File: src/rtl/tinker_pkg.sv
// Shared types and constants for the Tinker fetch path.
package tinker_pkg;

    localparam logic [63:0] TINKER_RESET_PC = 64'h2000;
    localparam int          INST_W          = 32;
    localparam int          ADDR_W          = 64;

    typedef enum logic [1:0] {
        RUN   = 2'd0,
        FLUSH = 2'd1,
        HALT  = 2'd2
    } fetchq_state_t;

endpackage

File: src/rtl/tinker_inst_fifo.sv
// Synchronous FIFO of {pc, inst} entries with push, pop, occupancy count and clear.
module tinker_inst_fifo #(
    parameter  int DEPTH = 4,
    parameter  int WIDTH = 96,
    localparam int CW    = $clog2(DEPTH) + 1
) (
    input  logic             clk,
    input  logic             reset_n,
    input  logic             push,
    input  logic             pop,
    input  logic             clear,
    input  logic [WIDTH-1:0] wdata,
    output logic [WIDTH-1:0] rdata,
    output logic [CW-1:0]    count
);

    localparam int AW = $clog2(DEPTH);

    logic [WIDTH-1:0] mem_q [DEPTH];
    logic [AW-1:0]    wr_ptr_q, wr_ptr_d;
    logic [AW-1:0]    rd_ptr_q, rd_ptr_d;
    logic [CW-1:0]    count_q, count_d;
    logic             do_push, do_pop;

    always_comb begin
        do_push  = push && !clear;
        do_pop   = pop && !clear && (count_q != '0);
        wr_ptr_d = wr_ptr_q;
        rd_ptr_d = rd_ptr_q;
        count_d  = count_q;
        if (clear) begin
            wr_ptr_d = '0;
            rd_ptr_d = '0;
            count_d  = '0;
        end else begin
            if (do_push) wr_ptr_d = wr_ptr_q + 1'b1;
            if (do_pop)  rd_ptr_d = rd_ptr_q + 1'b1;
            case ({do_push, do_pop})
                2'b10:   count_d = count_q + 1'b1;
                2'b01:   count_d = count_q - 1'b1;
                default: count_d = count_q;
            endcase
        end
    end

    // Storage is reset so the head outputs read zero out of reset.
    always_ff @(posedge clk or negedge reset_n) begin
        if (!reset_n) begin
            for (int i = 0; i < DEPTH; i++) mem_q[i] <= '0;
            wr_ptr_q <= '0;
            rd_ptr_q <= '0;
            count_q  <= '0;
        end else begin
            if (do_push) mem_q[wr_ptr_q] <= wdata;
            wr_ptr_q <= wr_ptr_d;
            rd_ptr_q <= rd_ptr_d;
            count_q  <= count_d;
        end
    end

    assign rdata = mem_q[rd_ptr_q];
    assign count = count_q;

    a_no_push_full: assert property (@(posedge clk) disable iff (!reset_n)
        do_push |-> (count_q < CW'(DEPTH)))
        else $error("inst fifo push while full");

endmodule

File: src/rtl/tinker_fetch_queue.sv
// Instruction prefetch queue: sequential fetch, in-order response buffering, redirect flush, halt.
// Optional performance counters are enabled by defining TINKER_FETCHQ_PERF_EN.
module tinker_fetch_queue
    import tinker_pkg::*;
#(
    parameter int                DEPTH    = 4,
    parameter logic [ADDR_W-1:0] RESET_PC = TINKER_RESET_PC
) (
    input  logic              clk,
    input  logic              reset_n,
    output logic              mem_req_valid,
    input  logic              mem_req_ready,
    output logic [ADDR_W-1:0] mem_req_addr,
    input  logic              mem_rsp_valid,
    input  logic [INST_W-1:0] mem_rsp_data,
    output logic              inst_valid,
    input  logic              inst_ready,
    output logic [INST_W-1:0] inst_data,
    output logic [ADDR_W-1:0] inst_pc,
    input  logic              redirect_valid,
    input  logic [ADDR_W-1:0] redirect_pc,
    input  logic              hlt,
    output logic              halted
`ifdef TINKER_FETCHQ_PERF_EN
    ,
    output logic [31:0]       perf_fetch_cnt,
    output logic [31:0]       perf_flush_cnt,
    output logic [31:0]       perf_drop_cnt
`endif
);

    localparam int             CW      = $clog2(DEPTH) + 1;
    localparam logic [CW:0]    DEPTH_C = (CW + 1)'(DEPTH);

    fetchq_state_t            state_q, state_d;
    logic [ADDR_W-1:0]        fetch_pc_q, fetch_pc_d;
    logic [ADDR_W-1:0]        rsp_pc_q, rsp_pc_d;
    logic [CW-1:0]            inflight_q, inflight_d;
    logic [CW-1:0]            drop_q, drop_d;
    logic [CW-1:0]            fifo_count;
    logic [CW:0]              occupancy;
    logic                     fifo_push, fifo_pop, fifo_clear;
    logic                     req_fire;
    logic [ADDR_W+INST_W-1:0] fifo_rdata;

    // In-flight requests reserve a slot, so a returning word always has room.
    assign occupancy     = {1'b0, fifo_count} + {1'b0, inflight_q};
    assign mem_req_valid = reset_n && (state_q == RUN) && (occupancy < DEPTH_C);
    assign mem_req_addr  = fetch_pc_q;
    assign inst_valid    = (fifo_count != '0);
    assign inst_pc       = fifo_rdata[ADDR_W+INST_W-1 -: ADDR_W];
    assign inst_data     = fifo_rdata[INST_W-1:0];
    assign halted        = (state_q == HALT);

    always_comb begin
        state_d    = state_q;
        fetch_pc_d = fetch_pc_q;
        rsp_pc_d   = rsp_pc_q;
        inflight_d = inflight_q;
        drop_d     = drop_q;
        fifo_push  = 1'b0;
        fifo_clear = 1'b0;
        fifo_pop   = inst_valid && inst_ready;
        req_fire   = mem_req_valid && mem_req_ready;

        if (hlt) begin
            state_d    = HALT;
            fifo_clear = 1'b1;
            inflight_d = '0;
            drop_d     = '0;
        end else begin
            unique case (state_q)
                RUN: begin
                    if (redirect_valid) begin
                        fifo_clear = 1'b1;
                        fetch_pc_d = redirect_pc;
                        rsp_pc_d   = redirect_pc;
                        drop_d     = inflight_q + CW'(req_fire) - CW'(mem_rsp_valid);
                        inflight_d = '0;
                        if (drop_d != '0) state_d = FLUSH;
                    end else begin
                        if (req_fire) fetch_pc_d = fetch_pc_q + 64'd4;
                        if (mem_rsp_valid) begin
                            fifo_push = 1'b1;
                            rsp_pc_d  = rsp_pc_q + 64'd4;
                        end
                        inflight_d = inflight_q + CW'(req_fire) - CW'(mem_rsp_valid);
                    end
                end
                FLUSH: begin
                    if (redirect_valid) begin
                        fetch_pc_d = redirect_pc;
                        rsp_pc_d   = redirect_pc;
                    end
                    if (mem_rsp_valid) begin
                        drop_d = drop_q - 1'b1;
                        if (drop_d == '0) state_d = RUN;
                    end
                end
                HALT: begin
                    state_d = HALT;
                end
                default: begin
                    state_d = HALT;
                end
            endcase
        end
    end

    always_ff @(posedge clk or negedge reset_n) begin
        if (!reset_n) begin
            state_q    <= RUN;
            fetch_pc_q <= RESET_PC;
            rsp_pc_q   <= RESET_PC;
            inflight_q <= '0;
            drop_q     <= '0;
        end else begin
            state_q    <= state_d;
            fetch_pc_q <= fetch_pc_d;
            rsp_pc_q   <= rsp_pc_d;
            inflight_q <= inflight_d;
            drop_q     <= drop_d;
        end
    end

    tinker_inst_fifo #(
        .DEPTH (DEPTH),
        .WIDTH (ADDR_W + INST_W)
    ) u_fifo (
        .clk     (clk),
        .reset_n (reset_n),
        .push    (fifo_push),
        .pop     (fifo_pop),
        .clear   (fifo_clear),
        .wdata   ({rsp_pc_q, mem_rsp_data}),
        .rdata   (fifo_rdata),
        .count   (fifo_count)
    );

`ifdef TINKER_FETCHQ_PERF_EN
    logic [31:0] perf_fetch_cnt_q, perf_fetch_cnt_d;
    logic [31:0] perf_flush_cnt_q, perf_flush_cnt_d;
    logic [31:0] perf_drop_cnt_q, perf_drop_cnt_d;
    logic        perf_live;

    // A response is discarded when it lands in a flush, redirect or halt cycle.
    always_comb begin
        perf_live        = (state_q != HALT);
        perf_fetch_cnt_d = perf_fetch_cnt_q;
        perf_flush_cnt_d = perf_flush_cnt_q;
        perf_drop_cnt_d  = perf_drop_cnt_q;
        if (perf_live && req_fire && (perf_fetch_cnt_q != '1))
            perf_fetch_cnt_d = perf_fetch_cnt_q + 1'b1;
        if (perf_live && redirect_valid && !hlt && (perf_flush_cnt_q != '1))
            perf_flush_cnt_d = perf_flush_cnt_q + 1'b1;
        if (perf_live && mem_rsp_valid && (hlt || redirect_valid || state_q == FLUSH)
            && (perf_drop_cnt_q != '1))
            perf_drop_cnt_d = perf_drop_cnt_q + 1'b1;
    end

    always_ff @(posedge clk or negedge reset_n) begin
        if (!reset_n) begin
            perf_fetch_cnt_q <= '0;
            perf_flush_cnt_q <= '0;
            perf_drop_cnt_q  <= '0;
        end else begin
            perf_fetch_cnt_q <= perf_fetch_cnt_d;
            perf_flush_cnt_q <= perf_flush_cnt_d;
            perf_drop_cnt_q  <= perf_drop_cnt_d;
        end
    end

    assign perf_fetch_cnt = perf_fetch_cnt_q;
    assign perf_flush_cnt = perf_flush_cnt_q;
    assign perf_drop_cnt  = perf_drop_cnt_q;
`endif

endmodule

File: config.mk
export PLATFORM = sky130hd
export DESIGN_NAME = tinker_fetch_queue
export DESIGN_NICKNAME = d
export VERILOG_FILES = /design/src/rtl/tinker_pkg.sv /design/src/rtl/tinker_inst_fifo.sv /design/src/rtl/tinker_fetch_queue.sv
export SDC_FILE = /design/constraint.sdc
export NUM_CORES = 1
export LEC_CHECK = 0
export BUFFER_PORTS_ARGS = -buffer_cell sky130_fd_sc_hd__buf_4
export CORE_MARGIN = 2
export CORE_UTILIZATION = 60
export CTS_CLUSTER_DIAMETER = 100
export DETAILED_ROUTE_END_ITERATION = 7
export GPL_TIMING_DRIVEN = 0
export PLACE_DENSITY = 0.81
export SLEW_MARGIN = 10
export SYNTH_ARGS = -nofsm -noshare
export SYNTH_HDL_FRONTEND = slang
export SYNTH_SLANG_ARGS = --single-unit
File: constraint.sdc
create_clock -name clk -period 9.7 [get_ports clk]
set_clock_uncertainty 0.2 [all_clocks]
set_input_delay 0.485 -clock clk [delete_from_list [all_inputs] [get_ports clk]]
set_output_delay 0.485 -clock clk [all_outputs]
set_load 0.03 [all_outputs]
Word level (Yosys, flattened, before mapping)

Cells that the tools add are included.

Flip-flop bits (word level): 527
Bits of input ports: 103

$lt $le $gt $ge: 4
Multiplexer cells: 39
$add $sub $neg: 10
Bitwise operators: 3
Reductions and logical operators: 23
Equal/unequal tests: 11

Operator list:

| kind                    | number |
|---|---|
| $bwmux W384             | 1 |
| $mux W64                | 5 |
| $mux W96                | 3 |
| $pmux W64 S2            | 2 |
| $bmux W96 S2            | 1 |
| $demux W96 S2           | 1 |
| $add A64 B3 Y64 const B | 2 |
| $mux W3                 | 7 |
| $mux W2                 | 9 |
| $ne A3 B3 Y1 const B    | 5 |
| $pmux W3 S2             | 2 |
| $reduce_and A4 Y1       | 3 |
| $reduce_bool A3 Y1      | 4 |
| $logic_and A1 B1 Y1     | 8 |
| $reduce_bool A2 Y1      | 4 |
| $mux W1                 | 7 |
| $ge A3 B3 Y1 const B    | 2 |
| $not A2 Y3              | 2 |
| $sub A3 B1 Y3 const B   | 2 |
| $add A2 B1 Y2 const B   | 2 |
| $add A3 B3 Y4           | 1 |
| $eq A2 B1 Y1 const B    | 2 |
| $eq A2 B2 Y1 const B    | 2 |
| $lt A4 B3 Y1 const B    | 1 |
| other kinds (12)        | 12 |

Depth between registers and ports, before layout

Depth in word-level cells: 11
Depth in mapped cells: 15

Hierarchy

Synthesis repeated with hierarchy kept, for this count alone.

Cell total of the unflattened synthesis: 2048
Area total of the unflattened synthesis: 26316.5 µm²

By module, submodules not included:

| module             | area each (µm²) | sequential area each (µm²) | cells each | times used |
|---|---|---|---|---|
| tinker_inst_fifo   | 17651.9         | 9784.4                     | 980        | 1 |
| tinker_fetch_queue | 8664.6          | 3405.8                     | 1068       | 1 |

Least setup slack after synthesis

OpenSTA, ideal clock, no wires.

Path type: reg2reg
Start point: reg inflight_q[2]
End point: reg state_q[0]
Data required time: 9.374 ns
Period minus slack after synthesis: 3.548 ns
Cell stages (with the launch flop): 16
Data arrival time: 3.222 ns
Setup slack: 6.152 ns
Cell sequence: dfrtp_1 -> ha_1 -> nor4b_2 -> nand2_1 -> nor2_1 -> nand2_1 -> ha_1 -> inv_1 -> ha_1 -> inv_1 -> fa_1 -> xor2_1 -> xnor2_1 -> nand3b_1 -> a21oi_1 -> a211oi_1

Cells in the longest elaborated chain, start to end: 9

RTL lines:

| item                        | RTL line                  | RTL |
|---|---|---|
| start, declared             | tinker_fetch_queue.sv:38  | `logic [CW-1:0] inflight_q, inflight_d;` |
| start signal, assigned      | tinker_fetch_queue.sv:121 | `inflight_q <= inflight_d;` |
| $add A3 B3 Y4               | tinker_fetch_queue.sv:47  | `assign occupancy = {1'b0, fifo_count} + {1'b0, inflight_q};` |
| $lt A4 B3 Y1                | tinker_fetch_queue.sv:48  | `assign mem_req_valid = reset_n && (state_q == RUN) && (occupancy < DEPTH_C);` |
| $logic_and A1 B1 Y1         | tinker_fetch_queue.sv:48  |  |
| named net mem_req_valid     | tinker_fetch_queue.sv:11  | `output logic mem_req_valid,` |
| $logic_and A1 B1 Y1         | tinker_fetch_queue.sv:64  | `req_fire = mem_req_valid && mem_req_ready;` |
| $add A3 B1 Y3               | tinker_fetch_queue.sv:78  | `drop_d = inflight_q + CW'(req_fire) - CW'(mem_rsp_valid);` |
| $sub A3 B1 Y3               | tinker_fetch_queue.sv:78  |  |
| $reduce_bool A3 Y1          | tinker_fetch_queue.sv:80  | `if (drop_d != '0) state_d = FLUSH;` |
| $ne A3 B2 Y1 (no line)      | n/a                       |  |
| $reduce_and A4 Y1 (no line) | n/a                       |  |
| end signal, assigned        | tinker_fetch_queue.sv:118 | `state_q <= state_d;` |
| end, declared               | tinker_fetch_queue.sv:35  | `fetchq_state_t state_q, state_d;` |

The timed path passes the listed nets, and every way through them passes these cells.
A chain may end at the register's enable or synchronous reset.

Worst setup path after layout

Start point: in reset_n
End point: reg state_q[0]

Cells in the longest elaborated chain, start to end: 8

RTL lines:

| item                              | RTL line                 | RTL |
|---|---|---|
| start, declared                   | tinker_fetch_queue.sv:10 | `input logic reset_n,` |
| $logic_and A1 B1 Y1 (2 in series) | tinker_fetch_queue.sv:48 |  |
| $logic_and A1 B1 Y1               | tinker_fetch_queue.sv:64 |  |
| $add A3 B1 Y3                     | tinker_fetch_queue.sv:78 |  |
| $sub A3 B1 Y3                     | tinker_fetch_queue.sv:78 |  |
| $reduce_bool A3 Y1                | tinker_fetch_queue.sv:80 |  |
| $ne A3 B2 Y1 (no line)            | n/a                      |  |
| $reduce_and A4 Y1 (no line)       | n/a                      |  |

Every way passes these cells.

==> run_results.csv <==
group,metric,value,unit
clock_tree,clockBufferDepth,3,
route,totalWireLength,95300,um
cells_and_area,syn_to_final_growth,20.4,%
worst_setup_path,r2r_cells,15,
yosys,syn_area,0.0264,mm2
floorplan,die_area,0.0457,mm2
timing,layout_setup_ws,4370,ps
route,drc_errors,2,
route,post_drt_wl_per_cell,29.5,um
clock_tree,clkLatencyLatePin,630,ps
yosys,synth_nets,2326,
cells_and_area,postLayoutCellArea,0.0318,mm2
floorplan,io-pin-count,266,
grt,grt_start_max_net_pins,121,
worst_setup_path,critPathTopFamily,"buffers and inverters",
clock_tree,post_cts_buffers,0,
worst_setup_path,reg2reg_setup_slack,5890,ps
worst_setup_path,worst-setup-path-type,"input pin to flip-flop",
timing,slew_headroom,16.0,%
route,viasPerCell,6.90,
grt,grtUsageTotal,42.1,%
clock_tree,numClockSinks,527,
pwr,leakage,0.0146,uW
clock_tree,numCtsBuffers,53,
yosys,syn_area_per_cell,12.0,um2
worst_hold_path,whs_path_depth,3,
worst_setup_path,cp_data_required_time,10010,ps
grt,antenna_found_initial,1,
timing,fmax,188,MHz
yosys,syn_inst,2209,
job,cap_violations,0,
worst_setup_path,crit_buf_inv,6,
yosys,synth-seq-cells,527,
timing,max_slew.worst_pin.slew,1250,ps
cells_and_area,nNetsFinal,2714,
pwr,cellPowerDensity,162,mW/mm2
floorplan,die_h,214,um
place,hpwl,64500,um
place,io_buffers,263,
yosys,synth_top_area_share,49.8,%
clock_tree,htreeDepth,2,
worst_setup_path,critPathSlowestCell,"nor4b_2",
yosys,synthArstFlopShare,100,%
place,place_area,0.0292,mm2
worst_setup_path,path_max_fanout,120,
yosys,ys_types,80,
route,first_pass_iters,8,
route,num_vias,22300,
grt,grt_pass1_vias,22500,
floorplan,initial_core_util,61.0,%
worst_setup_path,worstReg2RegEnd,"state_q[0]$_DFFE_PN0P_",
worst_setup_path,path_cells,"dlygate4sd3_1, buf_8, buf_16, buf_16, nor4b_2, nand2_1, nor2_1, nand2_1, ha_1, inv_1, ha_1, inv_1, fa_1, xor2_1, xnor2_1, nand3b_1, a21oi_1, a211oi_1",
floorplan,core,0.0433,mm2
timing,drv_slew,0,
place,post-place-ws,4360,ps
route,postRouteAntennaNets,0,
worst_setup_path,max_stage_delay,660,ps
pwr,ir_drop,0.180,mV
worst_hold_path,min_from,"redirect_pc[22]",
worst_setup_path,r2r_start,"u_fifo.count[2]$_DFFE_PN0P_",
grt,overflow,0,
cells_and_area,layout_commonest_cell,"dfrtp_1",
clock_tree,clkTransAtPathRegs,70,ps
cells_and_area,fill_cells,2865,
timing,fin_crit_sh,54.9,%
timing,grt_setup_unrepaired,"false",
yosys,ys.flop_type,"dfrtp_1",
pwr,power.total,5150,uW
timing,setup_viol,0,
yosys,ys_warn_count,0,
cells_and_area,drive_gt1_share,34.0,%
clock_tree,cts_tree,"yes",
worst_setup_path,critPathArrivalTime,5630,ps
route,dr.first_iter.drc_count,2756,
timing,period_minus_slack,5330,ps
yosys,seq_area_frac_synth,50.0,%
worst_setup_path,endpoint_kind,"flip-flop",
worst_hold_path,hold_end,"mem_req_addr[22]$_DFFE_PN0P_",
yosys,yosysTopAreaCell,"dfrtp_1",
clock_tree,ctsResizeCount,0,
floorplan,rows,76,
clock_tree,root_buffer,"clkbuf_16",
cells_and_area,final_util,73.5,%
outcome,violations,"design-rule violations",
cells_and_area,mostFrequentLayoutCells,"dfrtp_1 (525), mux2_2 (366), buf_4 (268), nand2_1 (147), clkbuf_1 (125)",
yosys,synth_area_leaders,"dfrtp_1 (50%), mux2_2 (16%), mux4_2 (8.2%), nand2_1 (2.1%), nand4_1 (2.0%)",
place,routabilityCongestion,0.985,
worst_setup_path,cp-start-kind,"input pin",
outcome,status,"finished, violations left",
timing,setup_tns,0,ps
worst_hold_path,hold_class,"input pin to flip-flop",
grt,grt_pass1_wl,142000,um
timing,hold_viol_final,0,
floorplan,die_w,214,um
yosys,synth_edf_count,0,
[metrics by stage]
step	hold WS (ps)	instances
6_report	18.8	3228
5_1_grt	18.3	3227
4_1_cts	3.10	3227
3_5_place_dp	275	3062
3_3_place_gp	256	3057
2_1_floorplan	-10.6	2209
[timing repair]
item,in CTS,in global routing
setup endpoints to repair,0,0
hold buffers,65,0
hold endpoints to repair,280,0
[Yosys cell counts, drive strengths merged, types with 17 or more instances]
cell      n
inv      23
nand4    87
o21ai    59
and2     20
dfrtp   525
or3      25
and3     28
clkbuf  116
mux2i    17
o22a     18
nand3    79
buf      66
and4     25
o22ai    25
nand2   148
nor4     42
nor2    122
a21oi    61
mux4     96
a31oi    22
mux2    366
nor3     45
[flip-flops by register name, indices dropped and copies added (netlist names)]
register	cells
u_fifo.mem_q	384
mem_req_addr	64
rsp_pc_q	64
drop_q	3
inflight_q	3
u_fifo.count	3
state_q	2
u_fifo.rd_ptr_q	2
u_fifo.wr_ptr_q	2
[worst min-delay path: stages]
cell and delay [ps]:
buf_4 130, o32ai_1 100, a21oi_1 90
[logic make-up (layout without fill, tap and decap cells)]
family	Yosys count	after routing	synth area share, %
xor gates and xnor gates	8	8	0.265
other	0	1	0
adders and majority gates	14	14	0.720
muxes	479	479	24.4
and+or+nand+nor	657	657	13.2
buffers and inverters	205	638	3.23
AOI/OAI and AO/OA	319	319	8.20
DFF	527	527	50.0
[area by class of cell]
type	instances	area (um2)	share of cell area, %
clock buffer	80	1570	4.93
inverter	23	86.3	0.272
multi-input combinational	1477	12400	38.9
clock inverter	20	324	1.02
timing repair buffer	333	2750	8.65
sequential	527	13200	41.5
tap	585	732	2.30
antenna	1	2.50	0.00787
buffer	182	767	2.41
[layer usage]
metal	up-vias	track usage (%)	routed length (um)
met2	1489	66.1	43900
met5	-	0	0
met1	11300	55.7	36500
li1	9138	-	-
met3	332	9.77	9950
met4	0	20.3	4920
[power breakdown]
part	total (uW)	switching (uW)	leakage [uW]	internal, uW
sequential	2330	74.2	0.00710	2250
clock	2240	931	0.000925	1310
combinational	586	368	0.00656	218
[worst max-delay path by stage]
| stage | start | endpoint | cells after the start |
|---|---|---|---|
| global route | reset_n | state_q[0]$_DFFE_PN0P_ | 18 |
| floorplan | inflight_q[2]$_DFFE_PN0P_ | state_q[0]$_DFFE_PN0P_ | 15 |
| global placement | reset_n | state_q[0]$_DFFE_PN0P_ | 15 |
| finish | reset_n | state_q[0]$_DFFE_PN0P_ | 18 |
| CTS | reset_n | state_q[0]$_DFFE_PN0P_ | 18 |
| detailed placement | reset_n | state_q[0]$_DFFE_PN0P_ | 17 |
(Power assumes the default switching activity.)
